## src/rtl/corner_extractor_pkg.sv

```systemverilog
// Shared constants for the corner extractor: frame geometry, score/count widths,
// score offsets, corner indices in parameter-stage order and identity reset corners.
package corner_extractor_pkg;

    localparam int H_ACTIVE_DEF = 640;
    localparam int V_ACTIVE_DEF = 480;

    localparam int X_W     = 10;
    localparam int Y_W     = 9;
    localparam int SCORE_W = 11;
    localparam int CNT_W   = 19;

    localparam logic [SCORE_W-1:0] S2_OFFSET = 11'd640;
    localparam logic [SCORE_W-1:0] S4_OFFSET = 11'd480;

    localparam int C_TOP_LEFT  = 1;
    localparam int C_BOT_LEFT  = 2;
    localparam int C_BOT_RIGHT = 3;
    localparam int C_TOP_RIGHT = 4;

    typedef enum logic {
        MODE_MIN = 1'b0,
        MODE_MAX = 1'b1
    } mode_e;

    // Packed [4:1]: leftmost element is corner 4.
    localparam logic [4:1][X_W-1:0] ID_X = {10'd639, 10'd639, 10'd0, 10'd0};
    localparam logic [4:1][Y_W-1:0] ID_Y = {9'd0, 9'd479, 9'd479, 9'd0};

endpackage

```

## src/rtl/corner_extractor_if.sv

```systemverilog
// Pixel-stream inputs and latched corner outputs of the corner extractor.
// master drives the pixel stream, slave is the extractor.
interface corner_extractor_if;
    import corner_extractor_pkg::*;

    logic           pixel_valid;
    logic [X_W-1:0] x;
    logic [Y_W-1:0] y;
    logic           hit;
    logic           frame_end;
    logic           freeze;

    logic [X_W-1:0] x1, x2, x3, x4;
    logic [Y_W-1:0] y1, y2, y3, y4;
    logic           corners_valid;
    logic           corners_ok;

    modport master (
        output pixel_valid, x, y, hit, frame_end, freeze,
        input  x1, x2, x3, x4, y1, y2, y3, y4, corners_valid, corners_ok
    );

    modport slave (
        input  pixel_valid, x, y, hit, frame_end, freeze,
        output x1, x2, x3, x4, y1, y2, y3, y4, corners_valid, corners_ok
    );
endinterface

```

## src/rtl/corner_extractor_extremum.sv

```systemverilog
// One extremal-pixel tracker; outputs are the post-edge (next-state) best x/y/seen so a
// pixel arriving together with clear is still part of the closing frame. No backpressure.
module corner_extremum
    import corner_extractor_pkg::*;
#(
    parameter mode_e MODE = MODE_MIN
) (
    input  logic               i_clk,
    input  logic               i_reset,
    input  logic               i_clear,
    input  logic               i_en,
    input  logic [SCORE_W-1:0] i_score,
    input  logic [X_W-1:0]     i_x,
    input  logic [Y_W-1:0]     i_y,
    output logic [X_W-1:0]     o_best_x,
    output logic [Y_W-1:0]     o_best_y,
    output logic               o_seen
);
    logic [SCORE_W-1:0] r_score;
    logic [X_W-1:0]     r_x;
    logic [Y_W-1:0]     r_y;
    logic               r_seen;

    logic w_better;
    logic w_take;

    // Strict comparison: on a tie the earlier pixel in raster order stays.
    assign w_better = (MODE == MODE_MIN) ? (i_score < r_score) : (i_score > r_score);
    assign w_take   = i_en && (!r_seen || w_better);

    assign o_best_x = w_take ? i_x : r_x;
    assign o_best_y = w_take ? i_y : r_y;
    assign o_seen   = r_seen || i_en;

    always_ff @(posedge i_clk) begin
        if (i_reset || i_clear) begin
            r_seen  <= 1'b0;
            r_score <= '0;
            r_x     <= '0;
            r_y     <= '0;
        end else if (w_take) begin
            r_seen  <= 1'b1;
            r_score <= i_score;
            r_x     <= i_x;
            r_y     <= i_y;
        end
    end
endmodule

```

## src/rtl/corner_extractor.sv

```systemverilog
// Tracks the four extremal marker pixels per frame and latches them as corners 1-4 one
// cycle after frame_end; one pixel per cycle, no backpressure.
module corner_extractor
    import corner_extractor_pkg::*;
#(
    parameter int H_ACTIVE = H_ACTIVE_DEF,
    parameter int V_ACTIVE = V_ACTIVE_DEF,
    parameter int MIN_HITS = 64
) (
    input  logic               i_clk,
    input  logic               i_reset,
    corner_extractor_if.slave  io_bus
);
    localparam logic [X_W:0]       LP_H   = (X_W+1)'(H_ACTIVE);
    localparam logic [Y_W:0]       LP_V   = (Y_W+1)'(V_ACTIVE);
    localparam logic [CNT_W-1:0]   LP_MIN = CNT_W'(MIN_HITS);

    logic               w_qual;
    logic [SCORE_W-1:0] w_xe, w_ye;
    logic [SCORE_W-1:0] w_s    [1:4];
    logic [X_W-1:0]     w_bx   [1:4];
    logic [Y_W-1:0]     w_by   [1:4];
    logic               w_seen [1:4];
    logic [CNT_W-1:0]   w_cnt_nxt;
    logic               w_update;

    logic [CNT_W-1:0]     r_cnt;
    logic [4:1][X_W-1:0]  r_x;
    logic [4:1][Y_W-1:0]  r_y;
    logic                 r_valid;
    logic                 r_ok;

    assign w_qual = io_bus.pixel_valid && io_bus.hit &&
                    ({1'b0, io_bus.x} < LP_H) && ({1'b0, io_bus.y} < LP_V);

    assign w_xe = {1'b0, io_bus.x};
    assign w_ye = {2'b0, io_bus.y};

    // Offsets keep s2/s4 non-negative across the whole active area.
    assign w_s[C_TOP_LEFT]  = w_xe + w_ye;
    assign w_s[C_BOT_LEFT]  = w_ye + S2_OFFSET - w_xe;
    assign w_s[C_BOT_RIGHT] = w_xe + w_ye;
    assign w_s[C_TOP_RIGHT] = w_xe + S4_OFFSET - w_ye;

    for (genvar g = 1; g <= 4; g++) begin : g_trk
        corner_extremum #(
            .MODE ((g == C_TOP_LEFT) ? MODE_MIN : MODE_MAX)
        ) u_trk (
            .i_clk    (i_clk),
            .i_reset  (i_reset),
            .i_clear  (io_bus.frame_end),
            .i_en     (w_qual),
            .i_score  (w_s[g]),
            .i_x      (io_bus.x),
            .i_y      (io_bus.y),
            .o_best_x (w_bx[g]),
            .o_best_y (w_by[g]),
            .o_seen   (w_seen[g])
        );
    end

    assign w_cnt_nxt = (w_qual && (r_cnt != '1)) ? r_cnt + CNT_W'(1) : r_cnt;
    assign w_update  = io_bus.frame_end && (w_cnt_nxt >= LP_MIN) && !io_bus.freeze;

    always_ff @(posedge i_clk) begin
        if (i_reset) begin
            r_cnt   <= '0;
            r_valid <= 1'b0;
            r_ok    <= 1'b0;
            r_x     <= ID_X;
            r_y     <= ID_Y;
        end else begin
            r_valid <= io_bus.frame_end;
            r_cnt   <= io_bus.frame_end ? '0 : w_cnt_nxt;
            if (io_bus.frame_end) begin
                r_ok <= w_update;
            end
            for (int i = 1; i <= 4; i++) begin
                if (w_update && w_seen[i]) begin
                    r_x[i] <= w_bx[i];
                    r_y[i] <= w_by[i];
                end
            end
        end
    end

    assign io_bus.x1 = r_x[C_TOP_LEFT];
    assign io_bus.y1 = r_y[C_TOP_LEFT];
    assign io_bus.x2 = r_x[C_BOT_LEFT];
    assign io_bus.y2 = r_y[C_BOT_LEFT];
    assign io_bus.x3 = r_x[C_BOT_RIGHT];
    assign io_bus.y3 = r_y[C_BOT_RIGHT];
    assign io_bus.x4 = r_x[C_TOP_RIGHT];
    assign io_bus.y4 = r_y[C_TOP_RIGHT];
    assign io_bus.corners_valid = r_valid;
    assign io_bus.corners_ok    = r_ok;
endmodule

```

## src/flat_wrapper.sv

```systemverilog
// flat-port wrapper written by rule: the top's interface ports become plain ports
module corner_extractor_flat import corner_extractor_pkg::*;
#(
    parameter int H_ACTIVE = H_ACTIVE_DEF,
    parameter int V_ACTIVE = V_ACTIVE_DEF,
    parameter int MIN_HITS = 64
)
  (i_clk, i_reset, io_bus_pixel_valid, io_bus_x, io_bus_y, io_bus_hit, io_bus_frame_end, io_bus_freeze, io_bus_x1, io_bus_x2, io_bus_x3, io_bus_x4, io_bus_y1, io_bus_y2, io_bus_y3, io_bus_y4, io_bus_corners_valid, io_bus_corners_ok);
  corner_extractor_if io_bus_i ();
  input  logic i_clk;
  input  logic i_reset;
  input wire logic [$bits(io_bus_i.pixel_valid)-1:0] io_bus_pixel_valid;
  input wire logic [$bits(io_bus_i.x)-1:0] io_bus_x;
  input wire logic [$bits(io_bus_i.y)-1:0] io_bus_y;
  input wire logic [$bits(io_bus_i.hit)-1:0] io_bus_hit;
  input wire logic [$bits(io_bus_i.frame_end)-1:0] io_bus_frame_end;
  input wire logic [$bits(io_bus_i.freeze)-1:0] io_bus_freeze;
  output wire logic [$bits(io_bus_i.x1)-1:0] io_bus_x1;
  output wire logic [$bits(io_bus_i.x2)-1:0] io_bus_x2;
  output wire logic [$bits(io_bus_i.x3)-1:0] io_bus_x3;
  output wire logic [$bits(io_bus_i.x4)-1:0] io_bus_x4;
  output wire logic [$bits(io_bus_i.y1)-1:0] io_bus_y1;
  output wire logic [$bits(io_bus_i.y2)-1:0] io_bus_y2;
  output wire logic [$bits(io_bus_i.y3)-1:0] io_bus_y3;
  output wire logic [$bits(io_bus_i.y4)-1:0] io_bus_y4;
  output wire logic [$bits(io_bus_i.corners_valid)-1:0] io_bus_corners_valid;
  output wire logic [$bits(io_bus_i.corners_ok)-1:0] io_bus_corners_ok;
  assign io_bus_i.pixel_valid = io_bus_pixel_valid;
  assign io_bus_i.x = io_bus_x;
  assign io_bus_i.y = io_bus_y;
  assign io_bus_i.hit = io_bus_hit;
  assign io_bus_i.frame_end = io_bus_frame_end;
  assign io_bus_i.freeze = io_bus_freeze;
  assign io_bus_x1 = io_bus_i.x1;
  assign io_bus_x2 = io_bus_i.x2;
  assign io_bus_x3 = io_bus_i.x3;
  assign io_bus_x4 = io_bus_i.x4;
  assign io_bus_y1 = io_bus_i.y1;
  assign io_bus_y2 = io_bus_i.y2;
  assign io_bus_y3 = io_bus_i.y3;
  assign io_bus_y4 = io_bus_i.y4;
  assign io_bus_corners_valid = io_bus_i.corners_valid;
  assign io_bus_corners_ok = io_bus_i.corners_ok;
  corner_extractor #(.H_ACTIVE(H_ACTIVE), .V_ACTIVE(V_ACTIVE), .MIN_HITS(MIN_HITS)) u_core (.i_clk(i_clk), .i_reset(i_reset), .io_bus(io_bus_i));
endmodule
```

## config.mk

```make
export PLATFORM = sky130hd
export DESIGN_NAME = corner_extractor_flat
export DESIGN_NICKNAME = d
export VERILOG_FILES = /design/src/rtl/corner_extractor_pkg.sv /design/src/rtl/corner_extractor_if.sv /design/src/rtl/corner_extractor_extremum.sv /design/src/rtl/corner_extractor.sv /design/src/flat_wrapper.sv
export SDC_FILE = /design/constraint.sdc
export NUM_CORES = 1
export LEC_CHECK = 0
export ABC_AREA = 1
export CORE_MARGIN = 1.5
export CORE_UTILIZATION = 27
export CTS_CLUSTER_DIAMETER = 200
export DETAILED_ROUTE_END_ITERATION = 8
export GPL_TIMING_DRIVEN = 0
export SYNTH_ARGS = -nofsm -noshare
export SYNTH_HDL_FRONTEND = slang
export SYNTH_SLANG_ARGS = --single-unit
```

## constraint.sdc

```tcl
create_clock -name i_clk -period 13.9 [get_ports i_clk]
set_input_delay 2.78 -clock i_clk [delete_from_list [all_inputs] [get_ports i_clk]]
set_output_delay 2.78 -clock i_clk [all_outputs]
set_load 0.005 [all_outputs]
```

======== Yosys cells after proc, flatten, opt, wreduce, memory -nomap -nowiden ========
Index checks and enable logic that the tools add are counted.
cells by class
  add/subtract/negate cells ............... 6
  order comparisons ....................... 7
  equality and inequality tests ........... 1
  multiplexer cells ....................... 9
  reductions and logical operators ........ 29
operators by type and width
  cell                     number
  $mux W10                 4
  $mux W9                  4
  $gt A11 B11 Y1           3
  $add A19 B1 Y19 const B  1
  $ge A19 B7 Y1 const B    1
  $mux W19                 1
  $ne A19 B19 Y1 const B   1
  $logic_and A1 B1 Y1      14
  $add A10 B9 Y11          1
  $add A10 B9 Y11 const B  1
  $add A9 B10 Y11 const B  1
  $lt A11 B11 Y1           1
  $sub A11 B10 Y11         1
  $sub A11 B9 Y11          1
  $lt A10 B10 Y1 const B   1
  $logic_or A1 B1 Y1       9
  $lt A9 B9 Y1 const B     1
  $logic_not A1 Y1         5
  $reduce_or A2 Y1         1
storage, ports and cells
  register bits after elaboration ......... 221
  bits of input ports ..................... 25
  output and inout port bits .............. 78
  word-level logic and storage cells ...... 79

======== Longest topological paths before layout ========
Gate-level depths: netlist (run 1).
  depth in word-level cells ............... 9
  depth in mapped cells ................... 29
  depth with buffers taken out ............ 27

======== By module ========
From an unflattened synthesis (run 1), not the netlist that was laid out.
unflattened totals
  cell total of the unflattened synthesis .. 2,051
  area total of the unflattened synthesis .. 13,604.3 µm²
modules (own cells, without submodules)
  module                                        times used  cells each  area each (µm²)  sequential area each (µm²)
  corner_extractor                              1           917         6,158.4          1,941.9
  corner_extremum at u_core.g_trk[2].u_trk ...  3           284         1,866.8          620.6
  corner_extremum at u_core.g_trk[1].u_trk      1           282         1,845.5          620.6

======== Worst setup path before layout (run 1) ========
Ideal clock, no wire load.
  path kind ............................... input -> register
  from .................................... in io_bus_y[2]
  to ...................................... reg u_core.r_x (netlist bit u_core.io_bus.x2[8])
  library setup time ...................... 0.110 ns
  arrival ................................. 6.193 ns
  required time ........................... 13.790 ns
  slack ................................... 7.597 ns
  stages on the path ...................... 25
  buffers on the path ..................... 1
  cell sequence ........................... inv_1 > ha_1 > ha_1 > a21oi_1 > o21ai_0 > a21boi_0 > o21ai_0 > nand2_1 > nand2_1 > or2_2 > nand2_1 > inv_1 > ha_1 > nand2_1 > nor4_1 > nand3_1 > nand2_1 > nand2_1 > nand2_1 > clkbuf_1 > nand2_1 > nand2_1 > nand4_1 > nand2_1 > nor2_1
between the ends
  elaborated cells on any way between the ends .. 15
  classes of those cells .................. add/sub: 2; order compare: 3; mux: 2; reduce/logical: 8
RTL lines
  element                               line                             source
  start, declared                       flat_wrapper.sv:14               input wire logic [$bits(io_bus_i.y)-1:0] io_bus_y;
  $add A9 B10 Y11                       corner_extractor.sv:41           assign w_s[C_BOT_LEFT] = w_ye + S2_OFFSET - w_xe;
  $sub A11 B10 Y11                      corner_extractor.sv:41
  net u_core.g_trk[2].u_trk.i_score[8]  corner_extractor_extremum.sv:12  input logic [SCORE_W-1:0] i_score,
  $gt A11 B11 Y1                        corner_extractor_extremum.sv:28  assign w_better = (MODE == MODE_MIN) ? (i_score < r_score) : (i_score > r_score);
  $logic_or A1 B1 Y1                    corner_extractor_extremum.sv:29  assign w_take = i_en && (!r_seen || w_better);
  $logic_and A1 B1 Y1                   corner_extractor_extremum.sv:29
  $mux W10                              n/a
  end signal, assigned by index         corner_extractor.sv:80           r_x[i] <= w_bx[i];
  end, declared                         corner_extractor.sv:28           logic [4:1][X_W-1:0] r_x;
The timed path passes the listed nets, and every way through them passes these cells.
A chain may end at the register's enable or synchronous reset.

======== Worst setup path after layout (run 1) ========
  from .................................... in io_bus_y[3]
  to ...................................... reg u_core.r_x (netlist bit u_core.io_bus.x2[6])
Same word-level chain as after synthesis.

==> results.sh, run 1 <==
export IMPL_cts_num_sinks=221
export IMPL_drv_cap=0
export IMPL_grt_max_degree=13
export IMPL_fmax_mhz=125
export IMPL_timing_rr_end="u_core.io_bus.x2[6]"
export IMPL_nFillCells=4655
export IMPL_wl_per_cell_um=14.6
export IMPL_max_vdd_ir_drop_uv=78.2
export IMPL_synth_main_ff_cell="dfxtp_1"
export IMPL_yosysWarnings=0
export IMPL_hp_class="reg -> reg"
export IMPL_syn_nets=1816
export IMPL_final_common_cell="nand2_1"
export IMPL_pre_cts_slack_ns=5.49
export IMPL_fin_tns_setup_ns=0
export IMPL_die_area_um2=45600
export IMPL_clkTransAtPathRegs_ns=0.05
export IMPL_die_h_um=213
export IMPL_synth_edf_count=0
export IMPL_utilization_pct=33.5
export IMPL_placed_area_um2=13700
export IMPL_fin_area_um2=14500
export IMPL_grt_pass1_vias=10191
export IMPL_stdcell_count=2433
export IMPL_root_buffer="clkbuf_16"
export IMPL_critical_path_endpoint="u_core.io_bus.x2[6]"
export IMPL_reg2reg_slack_ns=11.03
export IMPL_period_minus_slack_ns=8.02
export IMPL_io_buffer_count=102
export IMPL_finalCritPeriodShare_pct=57.7
export IMPL_rsz0062_at_grt="no"
export IMPL_critPathRequiredTime_ns=14.33
export IMPL_synthArstFlopShare_pct=0
export IMPL_p_leak_nw=6.21
export IMPL_drt_iter0_drc=736
export IMPL_cts_tree="done"
export IMPL_mostFrequentLayoutCells="nand2_1, inv_1, dfxtp_1"
export IMPL_worstMarginPinSlew_ns=0.840
export IMPL_track_usage_pct=15.6
export IMPL_numCtsBuffers=26
export IMPL_cts_hold_buffers=0
export IMPL_yosysTopAreaCell="dfxtp_1"
export IMPL_clock_latency_ns=0.54
export IMPL_cts_htree_levels=1
export IMPL_routed_wl_um=35500
export IMPL_syn_area_per_cell_um2=7.04
export IMPL_hold_slack_ns=0.461
export IMPL_worstReg2RegStart="u_core.g_trk[2].u_trk.r_score[8]"
export IMPL_reg2regPathDepth=14
export IMPL_crit_start="io_bus_y[3]"
export IMPL_status="finished, final reports clean"
export IMPL_first_pass_iters=5
export IMPL_ys_ff_latch=221
export IMPL_synthTopCellsByArea="dfxtp_1, nand2_1, ha_1, inv_1, nor2_1"
export IMPL_antenna_found_initial=3
export IMPL_hold_viol=0
export IMPL_antenna_left=0
export IMPL_synth_area_um2=12000
export IMPL_gp_congestion=0.872
export IMPL_drive_above_1_share_pct=5.68
export IMPL_grt_ovfl_total=0
export IMPL_grt_pass1_wl_um=55300
export IMPL_dp_cells=2386
export IMPL_cp_end_kind="register"
export IMPL_p_total_mw=1.56
export IMPL_p_per_area_nw_per_um2=107
export IMPL_ys_types=43
export IMPL_start_kind="primary input"
export IMPL_die_w_um=213
export IMPL_slew_viol_final=0
export IMPL_crit_type="in -> reg"
export IMPL_path_max_fanout=10
export IMPL_finalSetupViolations=0
export IMPL_num_rows=76
export IMPL_initial_core_util_pct=27.6
export IMPL_synth_seq_area_share_pct=37.0
export IMPL_critical_path_arrival_ns=8.45
export IMPL_fin_nets=1946
export IMPL_max_slew_margin_pct=43.8
export IMPL_cts_setup_buffers=0
export IMPL_finClkSkew_ns=0.0113
export IMPL_place_hpwl_um=27700
export IMPL_viasPerCell=4.50
export IMPL_clock_tree_buffer_depth=3
export IMPL_fin_ws_ns=5.88
export IMPL_drc=0
export IMPL_synth_top_area_share_pct=37.0
export IMPL_ioPinCount=103
export IMPL_area_delta_synth_final_pct=21.4
export IMPL_design_core_area_um2=43400
export IMPL_netlist_instances=1699
export IMPL_vias=10948
export IMPL_cts_resized=0
[flip-flops by register name, summed over array words and instances (netlist names)]
| name | flops |
|---|---|
| u_core.io_bus.x1 | 10 |
| u_core.io_bus.y4 | 9 |
| u_core.io_bus.corners_ok | 1 |
| u_core.g_trk.u_trk.r_seen | 4 |
| u_core.g_trk.u_trk.r_x | 40 |
| u_core.io_bus.x2 | 10 |
| u_core.io_bus.y1 | 9 |
| u_core.io_bus.x3 | 10 |
| u_core.g_trk.u_trk.r_y | 36 |
| u_core.g_trk.u_trk.r_score | 44 |
| u_core.io_bus.y2 | 9 |
| u_core.io_bus.x4 | 10 |
| u_core.r_cnt | 19 |
| u_core.io_bus.corners_valid | 1 |
| u_core.io_bus.y3 | 9 |
[cell usage after synthesis, drive strengths merged, types with 3 or more instances]
cell type  number
nor3            5
a21oi         100
fa              3
o21ai         117
nor2          176
nand3          82
a211oi          5
xnor2          11
buf            18
ha             89
nor4            3
dfxtp         221
a31oi           3
nand4          86
o21a            3
nand3b          5
nand2         377
clkbuf         59
inv           306
xor2           19
[power by group]
part	leakage (nW)	internal (mW)	switching, mW
Sequential	1.79	0.643	0.00276
Clock	0.397	0.375	0.271
Combinational	4.03	0.0865	0.178
Total	6.21	1.11	0.452
[per-layer routing]
layer | track usage [%] | vias to the layer above | wire length (um)
met3 | 3.19 | 45 | 2370
met4 | 3.47 | 0 | 699
met1 | 21.6 | 4997 | 17000
met2 | 25.0 | 272 | 15500
met5 | 0 | - | 0
li1 | - | 5634 | -
[final cells by class]
cell class / count / area (um2) / area share (%)
clock inverter: 8 / 46.3 / 0.319
antenna: 1 / 2.50 / 0.0172
clock buffer: 38 / 757 / 5.21
tap: 585 / 732 / 5.04
timing repair buffer: 102 / 1020 / 7.03
multi-input combinational: 1095 / 6020 / 41.5
buffer: 77 / 367 / 2.52
inverter: 306 / 1150 / 7.91
sequential: 221 / 4420 / 30.5
[cells by family after synthesis]
group,count (synthesis),synth area share [%]
compound gates,237,10.4
xor+xnor,30,2.20
fa+ha+maj,92,9.81
buf+inv,383,12.7
flops,221,37.0
simple gates,736,27.9
[worst max-delay path: stages]
cell,delay (ns)
clkdlybuf4s50_1,0.73
inv_1,0.25
ha_1,0.34
clkbuf_1,0.22
xnor2_1,0.44
o21ai_0,0.22
a21boi_0,0.36
o21ai_0,0.15
nand2_1,0.08
nand2_1,0.06
or2_2,0.27
nand2_1,0.10
inv_1,0.05
ha_1,0.29
nand2_1,0.08
nor4_1,0.26
nand3_1,0.11
nand2_1,0.20
nand2_1,0.12
nand2_1,0.36
clkbuf_1,0.48
nand2_1,0.10
nand2_1,0.10
nand4_1,0.09
nand2_1,0.15
nor2_1,0.05
[worst min-delay path by stage]
stage          cells after the start                                to                              from  slack (ns)
3_3_place_gp                       2  u_core.g_trk[4].u_trk.r_score[2]  u_core.g_trk[4].u_trk.r_score[2]        0.45
4_1_cts                            2  u_core.g_trk[4].u_trk.r_score[7]  u_core.g_trk[4].u_trk.r_score[7]        0.46
6_report                           2  u_core.g_trk[2].u_trk.r_score[3]  u_core.g_trk[2].u_trk.r_score[3]        0.46
2_1_floorplan                      2  u_core.g_trk[1].u_trk.r_score[1]  u_core.g_trk[1].u_trk.r_score[1]        0.44
5_1_grt                            2  u_core.g_trk[4].u_trk.r_score[5]  u_core.g_trk[4].u_trk.r_score[5]        0.48
3_5_place_dp                       2               u_core.io_bus.y3[0]               u_core.io_bus.y3[0]        0.45
No activity file was read; power rests on OpenSTA's default activity.
==> inputs of run 2 (changes only) <==
==> constraint.sdc (replaced) <==
create_clock -name i_clk -period 7 [get_ports i_clk]
set_input_delay 1.4 -clock i_clk [delete_from_list [all_inputs] [get_ports i_clk]]
set_output_delay 1.4 -clock i_clk [all_outputs]
set_load 0.005 [all_outputs]
==> run 2 against run 1 <==
Net effect:
- utilization hardly changed
- flip-flop and latch count unchanged
- critical path depth stayed put
- highest routed layer unchanged
==> results.sh, run 2 (synthesis gave the netlist of run 1 again) <==
export IMPL_status="finished, final reports clean"
export IMPL_utilization_pct=33.5
export IMPL_crit_buf_inv=5
export IMPL_start_kind="primary input"
export IMPL_clock_latency_ns=0.54
export IMPL_clockPowerShare_pct=41.5
export IMPL_design_core_area_um2=43400
export IMPL_critical_path_arrival_ns=7.07
export IMPL_regMostFlops="u_core.g_trk.u_trk.r_score"
export IMPL_track_usage_pct=15.6
export IMPL_p_leak_nw=6.21
export IMPL_worstMarginPinSlew_ns=0.863
export IMPL_critPathRequiredTime_ns=7.43
export IMPL_fin_nets=1946
export IMPL_grt_pass1_wl_um=55300
export IMPL_grt_pass1_vias=10191
export IMPL_power_switching_mw=0.897
export IMPL_gp_congestion=0.872
export IMPL_mostFrequentLayoutCells="nand2_1, inv_1, dfxtp_1"
export IMPL_crit_type="in -> reg"
export IMPL_p_seq_share_pct=41.5
export IMPL_root_buffer="clkbuf_16"
export IMPL_num_rows=76
export IMPL_fmax_mhz=151
export IMPL_io_buffer_count=102
export IMPL_area_delta_synth_final_pct=21.4
export IMPL_path_common_cell="nand2_1"
export IMPL_initial_core_util_pct=27.6
export IMPL_finalSetupViolations=0
export IMPL_crit_start="io_bus_y[3]"
export IMPL_wl_per_cell_um=14.6
export IMPL_period_minus_slack_ns=6.64
export IMPL_crit_slowest_cell="clkdlybuf4s50_1"
export IMPL_hold_viol=0
export IMPL_cp_top_family="simple AND/OR/NAND/NOR gates"
export IMPL_antenna_left=0
export IMPL_grt_max_degree=13
export IMPL_clkTransAtPathRegs_ns=0.05
export IMPL_reg2reg_slack_ns=4.12
export IMPL_reg2regPathDepth=14
export IMPL_numCtsBuffers=26
export IMPL_first_pass_iters=5
export IMPL_reg_top3="u_core.g_trk.u_trk.r_score: 44 flops, u_core.g_trk.u_trk.r_x: 40 flops, u_core.g_trk.u_trk.r_y: 36 flops"
export IMPL_finalCritPeriodShare_pct=94.9
export IMPL_die_h_um=213
export IMPL_rsz0062_at_grt="no"
export IMPL_drv_cap=0
export IMPL_cts_hold_buffers=0
export IMPL_ioPinCount=103
export IMPL_p_total_mw=3.09
export IMPL_routed_wl_um=35500
export IMPL_die_area_um2=45600
export IMPL_cts_tree="done"
export IMPL_finClkSkew_ns=0.0113
export IMPL_vias=10953
export IMPL_worstReg2RegStart="u_core.g_trk[2].u_trk.r_score[8]"
export IMPL_critical_path_endpoint="u_core.io_bus.x2[6]"
export IMPL_cts_htree_levels=1
export IMPL_cp_depth=26
export IMPL_hp_class="reg -> reg"
export IMPL_drt_iter0_drc=737
export IMPL_switching_share_pct=29.0
export IMPL_viasPerCell=4.50
export IMPL_p_comb_share_pct=17.0
export IMPL_die_w_um=213
export IMPL_place_hpwl_um=27700
export IMPL_slowest_delay_ns=0.72
export IMPL_largest_reg_flops=44
export IMPL_antenna_found_initial=3
export IMPL_drive_above_1_share_pct=5.74
export IMPL_max_vdd_ir_drop_uv=155
export IMPL_grt_ovfl_total=0
export IMPL_p_per_area_nw_per_um2=213
export IMPL_clock_tree_buffer_depth=3
export IMPL_max_slew_margin_pct=42.2
export IMPL_final_common_cell="nand2_1"
export IMPL_cp_end_kind="register"
export IMPL_slew_viol_final=0
export IMPL_cts_num_sinks=221
export IMPL_path_max_fanout=10
export IMPL_timing_rr_end="u_core.io_bus.x2[6]"
export IMPL_drc=0
export IMPL_p_int_mw=2.19
## run 2: final cells by class
| cell class | count | area [um2] |
|---|---|---|
| clock buffers | 38 | 757 |
| flip-flops and latches | 221 | 4420 |
| diodes | 2 | 5.00 |
| fillers | 4655 | 28800 |
| well taps | 585 | 732 |
| repair buffers | 102 | 1020 |
| clock inverters | 8 | 46.3 |
| inverters | 306 | 1150 |
| plain buffers | 77 | 368 |
| multi-input cells | 1095 | 6020 |
## run 2: power by group through the flow
stage | clock, mW | sequential [mW] | combinational, mW
2_1_floorplan | 0 | 1.31 | 0.356
3_3_place_gp | 0 | 1.31 | 0.503
3_5_place_dp | 0 | 1.31 | 0.518
4_1_cts | 1.32 | 1.28 | 0.521
5_1_grt | 1.37 | 1.28 | 0.592
6_report | 1.28 | 1.28 | 0.525
## run 2: layer usage
layer	up-vias	GRT usage, %	share of wire (%)
met4	0	3.47	2.0
li1	5641	-	-
met1	4984	21.6	48
met3	45	3.19	6.9
met5	-	0	0
met2	283	25.0	44
## run 2: worst min-delay path, cell delays in order, from the launching register on
cell and delay (ns):
dfxtp_1 0.29, inv_1 0.06, a21oi_1 0.06
## run 2: worst min-delay path by stage
| stage | from | endpoint | slack, ns | cells past startpoint |
|---|---|---|---|---|
| CTS | u_core.g_trk[4].u_trk.r_score[7] | u_core.g_trk[4].u_trk.r_score[7] | 0.46 | 2 |
| floorplan | u_core.g_trk[1].u_trk.r_score[1] | u_core.g_trk[1].u_trk.r_score[1] | 0.44 | 2 |
| detailed placement | u_core.io_bus.y3[0] | u_core.io_bus.y3[0] | 0.45 | 2 |
| global route | u_core.g_trk[4].u_trk.r_score[5] | u_core.g_trk[4].u_trk.r_score[5] | 0.48 | 2 |
| finish | u_core.g_trk[2].u_trk.r_score[3] | u_core.g_trk[2].u_trk.r_score[3] | 0.46 | 2 |
| global placement | u_core.g_trk[4].u_trk.r_score[2] | u_core.g_trk[4].u_trk.r_score[2] | 0.45 | 2 |
## run 2: per-stage QoR
| step | TNS, ns | std cells | setup slack, ns | hold slack [ns] | area, um2 |
|---|---|---|---|---|---|
| floorplan | 0 | 1699 | 2.08 | 0.435 | 12000 |
| global placement | 0 | 2386 | 0.0552 | 0.445 | 13700 |
| detailed placement | -0.117 | 2386 | -0.0298 | 0.451 | 13700 |
| CTS | 0 | 2432 | 0.503 | 0.463 | 14500 |
| global route | 0 | 2433 | 0.0145 | 0.483 | 14500 |
| finish | 0 | 2434 | 0.359 | 0.461 | 14500 |
## run 2: what timing repair did
item | 4_1_cts | 5_1_grt
setup endpoints to repair | 0 | 1
buffers inserted | 0 | 0
gates resized for setup | 0 | 2
==> inputs of run 3 (changes only) <==
--- a/config.mk
+++ b/config.mk
@@ -5,7 +5,6 @@
 export SDC_FILE = /design/constraint.sdc
 export NUM_CORES = 1
 export LEC_CHECK = 0
-export ABC_AREA = 1
 export CORE_MARGIN = 1.5
 export CORE_UTILIZATION = 27
 export CTS_CLUSTER_DIAMETER = 200
==> run 3 against run 2 <==
Net effect:
- power up 2.0%
- critical path type unchanged
- largest cell class unchanged
- count of clock-buffer cells in the layout is 8 lower
- critical endpoint is now u_core.g_trk[3].u_trk.r_score[9]
- critical path depth shrank 6
- sequential power about the same
- wire length is 13% lower
- combinational power increased by 5.7%
- largest power group is now clock
- setup slack got worse by 0.061 ns
- synthesized cell count fell by 30%
- hold slack improved by 0.019 ns
- clock skew up 0.017 ns
- clock power barely moved
- highest routed layer is now met5
==> results.sh, run 3 <==
export IMPL_status="finished, final reports clean"
export IMPL_cp_top_family="buffers and inverters"
export IMPL_fin_nets=1427
export IMPL_first_pass_iters=5
export IMPL_area_delta_synth_final_pct=23.0
export IMPL_syn_nets=1300
export IMPL_drive_above_1_share_pct=9.64
export IMPL_critPathRequiredTime_ns=7.44
export IMPL_synth_area_um2=10900
export IMPL_mostFrequentLayoutCells="dfxtp_1, nor2_1, clkdlybuf4s50_1"
export IMPL_drt_iter0_drc=512
export IMPL_reg_top3="u_core.g_trk.u_trk.r_score: 44 flops, u_core.g_trk.u_trk.r_x: 40 flops, u_core.g_trk.u_trk.r_y: 36 flops"
export IMPL_power_switching_mw=0.901
export IMPL_synth_adder_area_share_pct=10.8
export IMPL_syn_area_per_cell_um2=9.21
export IMPL_period_minus_slack_ns=6.70
export IMPL_grt_pass1_vias=8494
export IMPL_synth_compound_gate_area_share_pct=15.0
export IMPL_rsz0062_at_grt="yes"
export IMPL_p_seq_share_pct=40.9
export IMPL_synth_main_ff_cell="dfxtp_1"
export IMPL_grt_max_degree=15
export IMPL_critical_path_arrival_ns=7.14
export IMPL_synthTopCellsByArea="dfxtp_1, ha_1, nor2_1, mux2i_1, a211oi_2"
export IMPL_initial_core_util_pct=27.4
export IMPL_ys_types=61
export IMPL_antenna_cells_inserted=0
export IMPL_path_cells="clkdlybuf4s50_1 > inv_1 > ha_1 > clkbuf_1 > inv_1 > a21oi_1 > nor2_1 > o21a_1 > o41ai_1 > xnor2_1 > inv_1 > ha_1 > nand3_1 > a211oi_1 > o21ai_0 > a21oi_1 > clkbuf_1 > clkbuf_1 > nand2_1 > o22ai_1"
export IMPL_yosys_area_share_xor_xnor_pct=3.70
export IMPL_ioPinCount=103
export IMPL_p_per_area_nw_per_um2=235
export IMPL_nFillCells=4162
export IMPL_p_comb_share_pct=17.6
export IMPL_slew_viol_final=0
export IMPL_max_slew_margin_pct=25.6
export IMPL_dp_cells=1809
export IMPL_cts_hold_buffers=0
export IMPL_fmax_mhz=149
export IMPL_finalCritPeriodShare_pct=95.8
export IMPL_clock_latency_ns=0.54
export IMPL_start_kind="primary input"
export IMPL_cp_end_kind="register"
export IMPL_clock_tree_buffer_depth=3
export IMPL_hold_viol=0
export IMPL_antenna_left=0
export IMPL_slowest_delay_ns=0.81
export IMPL_p_int_mw=2.25
export IMPL_hold_slack_ns=0.480
export IMPL_root_buffer="clkbuf_16"
export IMPL_regArea_um2=4420
export IMPL_synth_commonest_cells="dfxtp_1, nor2_1, inv_1, ha_1, mux2i_1"
export IMPL_netlist_instances=1183
export IMPL_cts_setup_buffers=0
export IMPL_stdcell_count=1853
export IMPL_max_vdd_ir_drop_uv=212
export IMPL_ys_ff_latch=221
export IMPL_cts_resized=0
export IMPL_die_area_um2=41600
export IMPL_p_leak_nw=4.80
export IMPL_finalSetupViolations=0
export IMPL_place_hpwl_um=22800
export IMPL_num_rows=73
export IMPL_cts_tree="done"
export IMPL_synth_top_area_share_pct=40.6
export IMPL_drv_cap=0
export IMPL_synth_seq_area_share_pct=40.6
export IMPL_crit_slowest_cell="clkdlybuf4s50_1"
export IMPL_drc=0
export IMPL_gp_congestion=0.907
export IMPL_hp_class="reg -> reg"
export IMPL_viasPerCell=4.73
export IMPL_synth_mux_area_share_pct=8.17
export IMPL_antenna_found_initial=1
export IMPL_grt_pass1_wl_um=48000
export IMPL_clkTransAtPathRegs_ns=0.06
export IMPL_track_usage_pct=14.8
export IMPL_wl_per_cell_um=16.7
export IMPL_synth_top_family_by_area="simple AND/OR/NAND/NOR gates"
export IMPL_crit_type="in -> reg"
export IMPL_path_max_fanout=10
export IMPL_die_h_um=204
export IMPL_largest_reg_flops=44
export IMPL_design_core_area_um2=39800
export IMPL_worstMarginPinSlew_ns=1.09
export IMPL_final_common_cell="dfxtp_1"
export IMPL_grt_ovfl_total=0
export IMPL_yosysWarnings=0
export IMPL_routed_wl_um=31000
export IMPL_synth_most_common_cell="dfxtp_1"
export IMPL_synthArstFlopShare_pct=0
export IMPL_switching_share_pct=28.6
export IMPL_cts_num_sinks=221
export IMPL_yosys_area_share_simple_pct=15.4
export IMPL_crit_buf_inv=7
export IMPL_regMostFlops="u_core.g_trk.u_trk.r_score"
export IMPL_io_buffer_count=101
export IMPL_clockPowerShare_pct=41.5
export IMPL_synth_edf_count=0
export IMPL_yosysTopAreaCell="dfxtp_1"
export IMPL_numCtsBuffers=24
export IMPL_vias=8758
export IMPL_die_w_um=204
export IMPL_cts_htree_levels=1
export IMPL_multi_input_area_um2=5790
export IMPL_finClkSkew_ns=0.0281
## run 3: cell families after synthesis
logic type,after synthesis
flip-flops,221
multiplexers,88
AO/OA/AOI/OAI,213
adder cells (fa/ha/maj),92
AND/OR/NAND/NOR,363
buffers and inverters,160
XOR/XNOR,46
## run 3: routing by layer
layer	GRT usage [%]	up-vias	wire length, um
met5	0	-	9
met3	2.36	57	1380
li1	-	4349	-
met2	24.9	187	14300
met4	6.16	2	1230
met1	18.8	4163	14100
## run 3: stage by stage
| stage | TNS, ns | util (%) | instance area [um2] | power, mW | setup slack, ns |
|---|---|---|---|---|---|
| 5_1_grt | -0.0352 | 33.7 | 13400 | 3.29 | -0.0352 |
| 3_3_place_gp | -7.92 | 31.6 | 12600 | 1.85 | -0.339 |
| 2_1_floorplan | 0 | - | 10900 | 1.71 | 1.52 |
| 6_report | 0 | 33.7 | 13400 | 3.15 | 0.297 |
| 4_1_cts | 0 | 33.6 | 13400 | 3.18 | 0.129 |
| 3_5_place_dp | -10.68 | 31.6 | 12600 | 1.86 | -0.393 |
## run 3: layout make-up
class,count,share of cell area (%)
multi-input combinational,802,43.2
sequential,221,33.0
timing repair buffer,101,7.56
clock buffer,30,4.95
tap,525,4.90
inverter,94,2.63
buffer,66,2.55
clock inverter,14,1.17
## run 3: worst paths after layout
check,slack (ns),to,startpoint,cells after the start
min,0.48,u_core.g_trk[1].u_trk.r_score[9],u_core.g_trk[1].u_trk.r_score[9],2
min reg2reg,0.48,u_core.g_trk[1].u_trk.r_score[9],u_core.g_trk[1].u_trk.r_score[9],2
max,0.30,u_core.g_trk[3].u_trk.r_score[9],io_bus_y[3],20
max reg2reg,3.44,u_core.io_bus.y4[7],u_core.r_cnt[0],10
## run 3: power by group through the flow
stage / logic [mW] / registers (mW) / clock network (mW)
2_1_floorplan: 0.390 / 1.32 / 0
3_3_place_gp: 0.538 / 1.32 / 0
3_5_place_dp: 0.546 / 1.32 / 0
4_1_cts: 0.552 / 1.29 / 1.33
5_1_grt: 0.620 / 1.29 / 1.38
6_report: 0.555 / 1.29 / 1.31
## run 3: tightest hold or removal path, stage by stage, from the launching register on
cell	delay [ns]
dfxtp_1	0.31
nand2_1	0.05
o22ai_1	0.07
